## src/rtl/countdown_pkg.sv

```systemverilog
// -----------------------------------------------------------------------------
// countdown_pkg
// Shared definitions for the mm:ss countdown timer.
//   state_t    : FSM state encoding (IDLE, RUN, PAUSE, DONE)
//   UNITS_MAX  : largest legal BCD units digit (seconds/minutes units)
//   TENS_MAX   : largest legal BCD tens digit (seconds/minutes tens)
//   sat_bcd    : clamps a preset nibble to a digit's legal maximum
// -----------------------------------------------------------------------------
package countdown_pkg;

    typedef enum logic [1:0] {
        IDLE  = 2'd0,
        RUN   = 2'd1,
        PAUSE = 2'd2,
        DONE  = 2'd3
    } state_t;

    localparam int UNITS_MAX = 9;
    localparam int TENS_MAX  = 5;

    function automatic logic [3:0] sat_bcd(input logic [3:0] val, input logic [3:0] max_val);
        return (val > max_val) ? max_val : val;
    endfunction

endpackage

```

## src/rtl/bcd_down_digit.sv

```systemverilog
// -----------------------------------------------------------------------------
// bcd_down_digit
// One BCD down-counting digit with synchronous load and borrow chaining.
//   clk        in   clock, rising edge
//   rstn       in   asynchronous active-low reset (digit -> 0)
//   load       in   copy load_val (saturated to MAX) into the digit
//   load_val   in   4-bit BCD preset
//   dec        in   borrow in: decrement this digit by one
//   digit      out  registered digit value, 0..MAX
//   borrow_out out  dec while the digit is 0 (the digit wraps to MAX)
// -----------------------------------------------------------------------------
module bcd_down_digit
    import countdown_pkg::*;
#(
    parameter int MAX = 9
) (
    input  logic       clk,
    input  logic       rstn,
    input  logic       load,
    input  logic [3:0] load_val,
    input  logic       dec,
    output logic [3:0] digit,
    output logic       borrow_out
);

    localparam logic [3:0] LP_MAX = 4'(MAX);

    logic [3:0] r_digit;

    always_ff @(posedge clk or negedge rstn) begin
        if (!rstn) begin
            r_digit <= 4'd0;
        end else if (load) begin
            r_digit <= sat_bcd(load_val, LP_MAX);
        end else if (dec) begin
            r_digit <= (r_digit == 4'd0) ? LP_MAX : (r_digit - 4'd1);
        end
    end

    assign digit      = r_digit;
    assign borrow_out = dec && (r_digit == 4'd0);

endmodule

```

## src/rtl/countdown_timer.sv

```systemverilog
// -----------------------------------------------------------------------------
// countdown_timer
// Programmable mm:ss countdown timer with a one-second prescaler.
//   Parameters
//     TICKS_PER_SEC  clk cycles per one-second decrement
//     PCW            prescaler width, 2^PCW >= TICKS_PER_SEC
//   Ports
//     clk            in   clock, rising edge
//     rstn           in   asynchronous active-low reset
//     load           in   pulse: load saturated preset, go IDLE (wins over start_stop)
//     start_stop     in   pulse: start / pause / resume / acknowledge expiry
//     preset0..3     in   BCD preset: ss units, ss tens, mm units, mm tens
//     count0..3      out  registered BCD count, same digit order as presets
//     running        out  registered, high while in RUN
//     done           out  registered, high while in DONE
//
// state | meaning
// ------+--------------------------------------------------------------
// IDLE  | preset loaded or acknowledged; waits for start_stop
// RUN   | prescaler counting, one-second ticks decrement mm:ss
// PAUSE | prescaler and count frozen, partial second retained
// DONE  | reached 00:00; waits for start_stop to acknowledge
// -----------------------------------------------------------------------------
module countdown_timer
    import countdown_pkg::*;
#(
    parameter int TICKS_PER_SEC = 50_000_000,
    parameter int PCW           = 26
) (
    input  logic       clk,
    input  logic       rstn,
    input  logic       load,
    input  logic       start_stop,
    input  logic [3:0] preset0,
    input  logic [3:0] preset1,
    input  logic [3:0] preset2,
    input  logic [3:0] preset3,
    output logic [3:0] count0,
    output logic [3:0] count1,
    output logic [3:0] count2,
    output logic [3:0] count3,
    output logic       running,
    output logic       done
);

    localparam logic [PCW-1:0] LP_TICK_LAST = PCW'(TICKS_PER_SEC - 1);

    state_t         r_state;
    state_t         w_state_n;
    logic [PCW-1:0] r_presc;
    logic [PCW-1:0] w_presc_n;
    logic           r_running;
    logic           r_done;

    logic [3:0]     w_dig0;
    logic [3:0]     w_dig1;
    logic [3:0]     w_dig2;
    logic [3:0]     w_dig3;
    logic [3:0]     w_borrow;
    logic           w_tick;
    logic           w_dec0;
    logic           w_zero;
    logic           w_at_one;
    logic           w_expire;

    // ---------------- digit chain ----------------
    bcd_down_digit #(.MAX(UNITS_MAX)) u_dig0 (
        .clk        (clk),
        .rstn       (rstn),
        .load       (load),
        .load_val   (preset0),
        .dec        (w_dec0),
        .digit      (w_dig0),
        .borrow_out (w_borrow[0])
    );

    bcd_down_digit #(.MAX(TENS_MAX)) u_dig1 (
        .clk        (clk),
        .rstn       (rstn),
        .load       (load),
        .load_val   (preset1),
        .dec        (w_borrow[0]),
        .digit      (w_dig1),
        .borrow_out (w_borrow[1])
    );

    bcd_down_digit #(.MAX(UNITS_MAX)) u_dig2 (
        .clk        (clk),
        .rstn       (rstn),
        .load       (load),
        .load_val   (preset2),
        .dec        (w_borrow[1]),
        .digit      (w_dig2),
        .borrow_out (w_borrow[2])
    );

    bcd_down_digit #(.MAX(TENS_MAX)) u_dig3 (
        .clk        (clk),
        .rstn       (rstn),
        .load       (load),
        .load_val   (preset3),
        .dec        (w_borrow[2]),
        .digit      (w_dig3),
        .borrow_out (w_borrow[3])
    );

    // ---------------- tick and zero detect ----------------
    assign w_zero   = ({w_dig3, w_dig2, w_dig1, w_dig0} == 16'h0000);
    assign w_at_one = ({w_dig3, w_dig2, w_dig1, w_dig0} == 16'h0001);
    assign w_tick   = (r_state == RUN) && (r_presc == LP_TICK_LAST);

    // 00:00 is never decremented, so the chain can never wrap to 59:59.
    assign w_dec0   = w_tick && !w_zero && !load;

    // A borrow out of the minutes tens would be an underflow; treat it as expiry
    // so the FSM can never keep running on a wrapped count.
    assign w_expire = w_at_one || w_borrow[3];

    // ---------------- FSM ----------------
    always_ff @(posedge clk or negedge rstn) begin
        if (!rstn) begin
            r_state   <= IDLE;
            r_presc   <= '0;
            r_running <= 1'b0;
            r_done    <= 1'b0;
        end else begin
            r_state   <= w_state_n;
            r_presc   <= w_presc_n;
            r_running <= (w_state_n == RUN);
            r_done    <= (w_state_n == DONE);
        end
    end

    always_comb begin
        w_state_n = r_state;
        w_presc_n = r_presc;

        if (load) begin
            w_state_n = IDLE;
            w_presc_n = '0;
        end else begin
            unique case (r_state)
                IDLE: begin
                    if (start_stop && !w_zero) begin
                        w_state_n = RUN;
                        w_presc_n = '0;
                    end
                end
                RUN: begin
                    // The prescaler advances on every RUN edge, including the
                    // pausing one; PAUSE then holds it so the partial second survives.
                    w_presc_n = w_tick ? '0 : (r_presc + 1'b1);
                    if (w_tick && w_expire) begin
                        w_state_n = DONE;
                    end else if (start_stop) begin
                        w_state_n = PAUSE;
                    end
                end
                PAUSE: begin
                    if (start_stop) begin
                        w_state_n = RUN;
                    end
                end
                DONE: begin
                    if (start_stop) begin
                        w_state_n = IDLE;
                    end
                end
                default: begin
                    w_state_n = IDLE;
                    w_presc_n = '0;
                end
            endcase
        end
    end

    // ---------------- outputs ----------------
    assign count0  = w_dig0;
    assign count1  = w_dig1;
    assign count2  = w_dig2;
    assign count3  = w_dig3;
    assign running = r_running;
    assign done    = r_done;

endmodule

```

## config.mk

```make
export PLATFORM = sky130hd
export DESIGN_NAME = countdown_timer
export DESIGN_NICKNAME = d
export VERILOG_FILES = /design/src/rtl/countdown_pkg.sv /design/src/rtl/bcd_down_digit.sv /design/src/rtl/countdown_timer.sv
export SDC_FILE = /design/constraint.sdc
export NUM_CORES = 1
export LEC_CHECK = 0
export BUFFER_PORTS_ARGS = -buffer_cell sky130_fd_sc_hd__buf_4
export CORE_ASPECT_RATIO = 1.75
export CORE_MARGIN = 8
export CORE_UTILIZATION = 30
export CTS_CLUSTER_DIAMETER = 40
export CTS_CLUSTER_SIZE = 8
export DETAILED_ROUTE_END_ITERATION = 8
export GPL_TIMING_DRIVEN = 0
export PLACE_DENSITY_LB_ADDON = 0.1
export SYNTH_ARGS = -nofsm -noshare
export SYNTH_HDL_FRONTEND = slang
export SYNTH_SLANG_ARGS = --single-unit
```

## constraint.sdc

```tcl
create_clock -name clk -period 2.5 [get_ports clk]
set_input_delay 0.25 -clock clk [delete_from_list [all_inputs] [get_ports clk]]
set_output_delay 0.25 -clock clk [all_outputs]
set_load 0.02 [all_outputs]
```

; ---- After elaboration in Yosys (flattened, before gate mapping)
; Cells that the tools add are included.
[word_totals]
register_bits = 46
in_bits = 20
[op_classes]
addsub = 5
n_lt_le_gt_ge = 4
eq_ne = 8
n_mux = 27
n_reduce_logical = 24
[op_table]
columns = op, count
row1 = $mux 26, 3
row2 = $mux 4, 16
row3 = $pmux 26 s2, 1
row4 = $add 26x1->26 const B, 1
row5 = $eq 26x26->1 const B, 1
row6 = $eq 16x1->1 const B, 1
row7 = $logic_not 16->1, 1
row8 = $logic_not 4->1, 4
row9 = $sub 4x1->4 const B, 4
row10 = $mux 2, 6
row11 = $logic_and 1x1->1, 9
row12 = $gt 4x3->1 const B, 2
row13 = $gt 4x4->1 const B, 2
row14 = $pmux 2 s4, 1
row15 = $reduce_bool 2->1, 4
row16 = $eq 2x2->1 const B, 3
row17 = $eq 2x1->1 const B, 2
row18 = $ne 3x3->1 const B, 1
row19 = $reduce_bool 3->1, 1
row20 = $logic_not 1->1, 2
row21 = $logic_not 2->1, 1
row22 = $reduce_and 2->1, 1
row23 = $logic_or 1x1->1, 1

; ---- Depth between registers and ports, before layout
[depth]
depth_word = 14
ltp_mapped = 9
mapped_depth_nobuf = 6

; ---- Modules after synthesis
; A second synthesis with hierarchy kept.
[unflattened]
cells_unflattened = 299
hier_area_um2 = 2802.7
[by_module_without_submodules]
columns = module, instances, cells_each, area_per_inst_um2, seq_area_each_um2
row1 = countdown_timer, 1, 211, 1899.3, 750.7
row2 = bcd_down_digit (u_dig0 ...), 2, 23, 245.2, 100.1
row3 = bcd_down_digit (u_dig1 ...), 2, 21, 206.4, 100.1

; ---- Least setup slack after synthesis
; OpenSTA, ideal clock, no wires.
[synth_timing]
path_kind = register to register
startpoint = register u_dig1.r_digit[0], in the netlist u_dig1.digit[0]
endpoint = register u_dig0.r_digit[3], in the netlist u_dig0.digit[3]
t_arrival_ns = 2.444
required_time_ns = 2.376
slack_ns = -0.068
stages_incl_launch_ff = 7
n_path_buf = 1
period_less_slack_ns = 2.568
path_cell_list = dfrtp_1 > or4_4 > or4_1 > buf_2 > o2111a_1 > and3_1 > o31a_1
[synth_between]
elab_chain_len = 5
[synth_rtl]
columns = element, line_no
row1 = from (decl), bcd_down_digit.sv:28  ; logic [3:0] r_digit;
row2 = from (signal assigned), bcd_down_digit.sv:34  ; r_digit <= sat_bcd(load_val, LP_MAX);
row3 = from (signal assigned), bcd_down_digit.sv:36  ; r_digit <= (r_digit == 4'd0) ? LP_MAX : (r_digit - 4'd1);
row4 = $logic_not 16->1, countdown_timer.sv:108  ; assign w_zero = ({w_dig3, w_dig2, w_dig1, w_dig0} == 16'h0000);
row5 = $logic_not 1->1, countdown_timer.sv:113  ; assign w_dec0 = w_tick && !w_zero && !load;
row6 = $logic_and 1x1->1 (2 in series), countdown_timer.sv:113
row7 = $reduce_bool 2->1 (no source line), --
row8 = to (signal assigned), bcd_down_digit.sv:34
row9 = to (signal assigned), bcd_down_digit.sv:36
row10 = to (decl), bcd_down_digit.sv:28
; No other way between the ends.
; A chain may end at the register's enable or synchronous reset.

; ---- Final worst setup path
[layout_timing]
startpoint = register u_dig0.r_digit[1], in the netlist u_dig0.digit[1]
endpoint = register r_presc[8]
[layout_between]
elab_chain_len = 5
[layout_rtl]
columns = element, line_no
row1 = $logic_not 16->1, countdown_timer.sv:108
row2 = $logic_not 1->1, countdown_timer.sv:144  ; if (start_stop && !w_zero) begin
row3 = $logic_and 1x1->1, countdown_timer.sv:144
row4 = $ne 3x3->1 (no source line), --
row5 = $reduce_and 2->1 (no source line), --
row6 = to (signal assigned), countdown_timer.sv:128  ; r_presc <= w_presc_n;
row7 = to (decl), countdown_timer.sv:50  ; logic [PCW-1:0] r_presc;
; No other way between the ends.

==> impl_metrics.tcl <==
set metrics [dict create \
    synth_area_per_cell_sq_um 8.87 \
    holdWs_ns -0.0292 \
    antenna_found_initial 0 \
    slew_violations 0 \
    failed_checks "hold timing" \
    synth-seq-cells 46 \
    detailroute.via_count 2982 \
    grt_start_max_net_pins 47 \
    core_sq_mm 0.00967 \
    drt_iter0_markers 116 \
    run_status "finished, violations left" \
    cts.root.buffer_cell "sky130_fd_sc_hd__clkbuf_16" \
    rr_endpoint "r_presc[8]$_DFFE_PN0P_" \
    startpoint "u_dig0.digit[1]$_DFFE_PN0P_" \
    worstRegToRegCells 7 \
    critical-path-slowest-cell "sky130_fd_sc_hd__or4_4" \
    min-delay-path-class "in2async" \
    mostFrequentLayoutCells "sky130_fd_sc_hd__buf_4, sky130_fd_sc_hd__dfrtp_1, sky130_fd_sc_hd__nor2_1" \
    ctsHtreeMaxLevel 2 \
    timing.rr.start "u_dig0.digit[1]$_DFFE_PN0P_" \
    first_global_vias 3160 \
    finalHoldViolations 22 \
    dieArea_sq_mm 0.0133 \
    tritoncts "built" \
    synthArstFlopShare_pct 100 \
    drt_first_pass_iters 4 \
    max-clock-path-buffers 2 \
    synth_area_sq_mm 0.00294 \
    rsz0062_at_grt "true" \
    critical_path.cell_chain "or4_4 > or4_4 > buf_8 > o211ai_4 > nand2_4 > buf_8 > nor2_2" \
    vias_per_cell 5.72 \
    grt_overflow 0 \
    wirelength_um 10400 \
    max_freq_mhz 400 \
    startpoint_type "register" \
    grtUsageTotal_pct 15.4 \
    numCtsBuffers 5 \
    numClockSinks 46 \
    post_route_cells_drive_above_1_share_pct 31.6 \
    timing.final.setup_violations 0 \
    power.density_cell_area_mw_per_mm2 450 \
    skew_ns 0.00364 \
    critical_path.endpoint_type "register" \
    synthFlopType "sky130_fd_sc_hd__dfrtp_1" \
    finish.cell_count_without_fillers 521 \
    n_antenna_cell 0 \
    setup.reg_to_reg.worst_slack_ns 0.0006 \
    start_util_pct 30.4 \
    max-vdd-ir-drop_uv 237 \
    nNetsFinal 416 \
    criticalPathCategory "reg2reg" \
    max-cap-violations 0 \
    power_leakage_nw 1.42 \
    final_common_cell "sky130_fd_sc_hd__buf_4" \
    clk_latency_ns 0.29 \
    final_core_util_pct 40.9 \
    grt_pass1_wl_um 16400 \
    globalplace.congestion 0.807 \
    placed_cells_incl_taps 492 \
    netlist_instances 331 \
    dpl_worst_slack_ns -0.362 \
    synthesis.yosys.warnings 0 \
    num_rows 48 \
    worst_ep_arrival_time_ns 2.73 \
    worstPathRequired_ns 2.73 \
    path_clk_slew_ns 0.06 \
    portBuffers 36 \
    final.period_utilization_pct 100 \
    synth.net_count 352 \
    post_drt_wl_per_cell_um 20.0 \
    horizontal_extent_of_the_die_um 90.8 \
    antenna_nets_post_route 0 \
    die_height_um 147 \
    synth-edff-count 0 \
    timing.final.crit_period_ns 2.50 \
    share_of_the_yosys_chip_area_belonging_to_registers_pct 39.2 \
    place.detailed.hpwl_um 7560 \
    synth_cell_type_count 64 \
    worst_margin_pin_slew_ns 0.649 \
    floorplan.io_pins 38 \
    critical_path.max_fanout 8 \
    slew_headroom_pct 56.5 \
    layout-area-overhead-vs-synth_pct 34.7 \
    drt_drc_violations_left 0 \
    delay_of_the_slowest_cell_on_the_worst_path_ns 0.59 \
    least_setup_slack_across_all_paths_after_layout_ns 0.000599 \
]
==> layout make-up <==
class                      instances  area, sq um
clock inverter                     1         5.00
multi-input combinational        259         1880
buffer                             9         56.3
clock buffer                       7          143
inverter                          12         45.0
sequential                        46         1160
tap                              125          156
fill                            1030         5710
timing repair buffer              62          510
==> routing by layer <==
layer  vias to the layer above  part of all wire, %  track usage [%]
li1                       1414                    -                -
met1                      1495                   35             14.6
met2                        59                   59             31.2
met3                        14                  3.1             2.66
met4                         0                  2.2             6.02
met5                         -                    0                0
==> cell families after synthesis <==
group           Yosys count  synth area share [%]
fa+ha+maj                 1                 0.426
xor+xnor                 11                  3.28
compound gates           96                  23.3
buf+inv                  26                  3.92
flops                    46                  39.2
mux                       2                 0.724
simple gates            149                  29.2
==> through the flow <==
stage | total power, mW | TNS (ns) | instance area, sq um | hold slack, ns
floorplan | 0.930 | 0 | 2950 | -0.0456
global placement | 1.05 | -4.37 | 3380 | 0.315
detailed placement | 1.05 | -5.11 | 3380 | 0.321
CTS | 1.78 | -0.736 | 3720 | 0.00502
global route | 1.85 | -0.746 | 3960 | 0.0298
finish | 1.78 | 0 | 3960 | -0.0292
==> power breakdown <==
group	internal (mW)	switching, mW	leakage [nW]	total, mW
Clock	0.397	0.296	0.0739	0.694
Combinational	0.113	0.166	0.752	0.279
Sequential	0.769	0.0367	0.595	0.805
Total	1.28	0.499	1.42	1.78
==> worst max-delay path, delay by kind of cell, from the launching register on <==
family,cells,cell delay (ns)
and+or+nand+nor,4,1.39
AOI/OAI and AO/OA,1,0.23
DFF,1,0.40
buffers and inverters,2,0.39
==> state kept, by name, indices dropped and copies added (netlist names) <==
register      flops
r_presc          26
u_dig0.digit      4
u_dig1.digit      4
u_dig2.digit      4
u_dig3.digit      4
r_state           2
done              1
running           1
==> how the worst max path moves through the flow <==
stage / end / slack, ns / cells past startpoint
2_1_floorplan: u_dig0.digit[3]$_DFFE_PN0P_ / 0.0009 / 7
4_1_cts: r_presc[8]$_DFFE_PN0P_ / -0.07 / 8
6_report: r_presc[8]$_DFFE_PN0P_ / 0.0006 / 7
3_3_place_gp: r_presc[14]$_DFFE_PN0P_ / -0.36 / 6
5_1_grt: running$_DFF_PN0_ / -0.06 / 5
3_5_place_dp: r_presc[14]$_DFFE_PN0P_ / -0.36 / 6
==> synth_stat cells, drive strengths merged, types with 3 or more instances <==
cell type | count | area share (%)
a2111oi | 5 | 1.5
a211oi | 4 | 1.0
a21oi | 19 | 3.2
a31oi | 10 | 2.1
and3 | 4 | 0.85
buf | 3 | 0.94
clkbuf | 11 | 1.4
dfrtp | 46 | 39
inv | 12 | 1.5
nand2 | 17 | 2.4
nand2b | 3 | 0.64
nand3 | 17 | 2.9
nand4 | 12 | 2.6
nor2 | 36 | 4.6
nor3 | 7 | 1.2
nor4 | 10 | 2.9
o2111ai | 5 | 1.7
o211ai | 8 | 2.9
o21ai | 20 | 3.4
o31a | 3 | 0.89
o31ai | 5 | 1.3
or2 | 8 | 1.7
or3 | 7 | 1.5
or4 | 13 | 3.6
xnor2 | 8 | 2.4
xor2 | 3 | 0.89
==> what timing repair did <==
item,CTS,global route
gates resized for setup,17,38
hold endpoints to repair,0,0
gates cloned,0,1
pin swaps,6,24
hold buffers,0,0
setup endpoints to repair,41,42
setup buffers,15,10
Power figures use the tool's default switching activity.
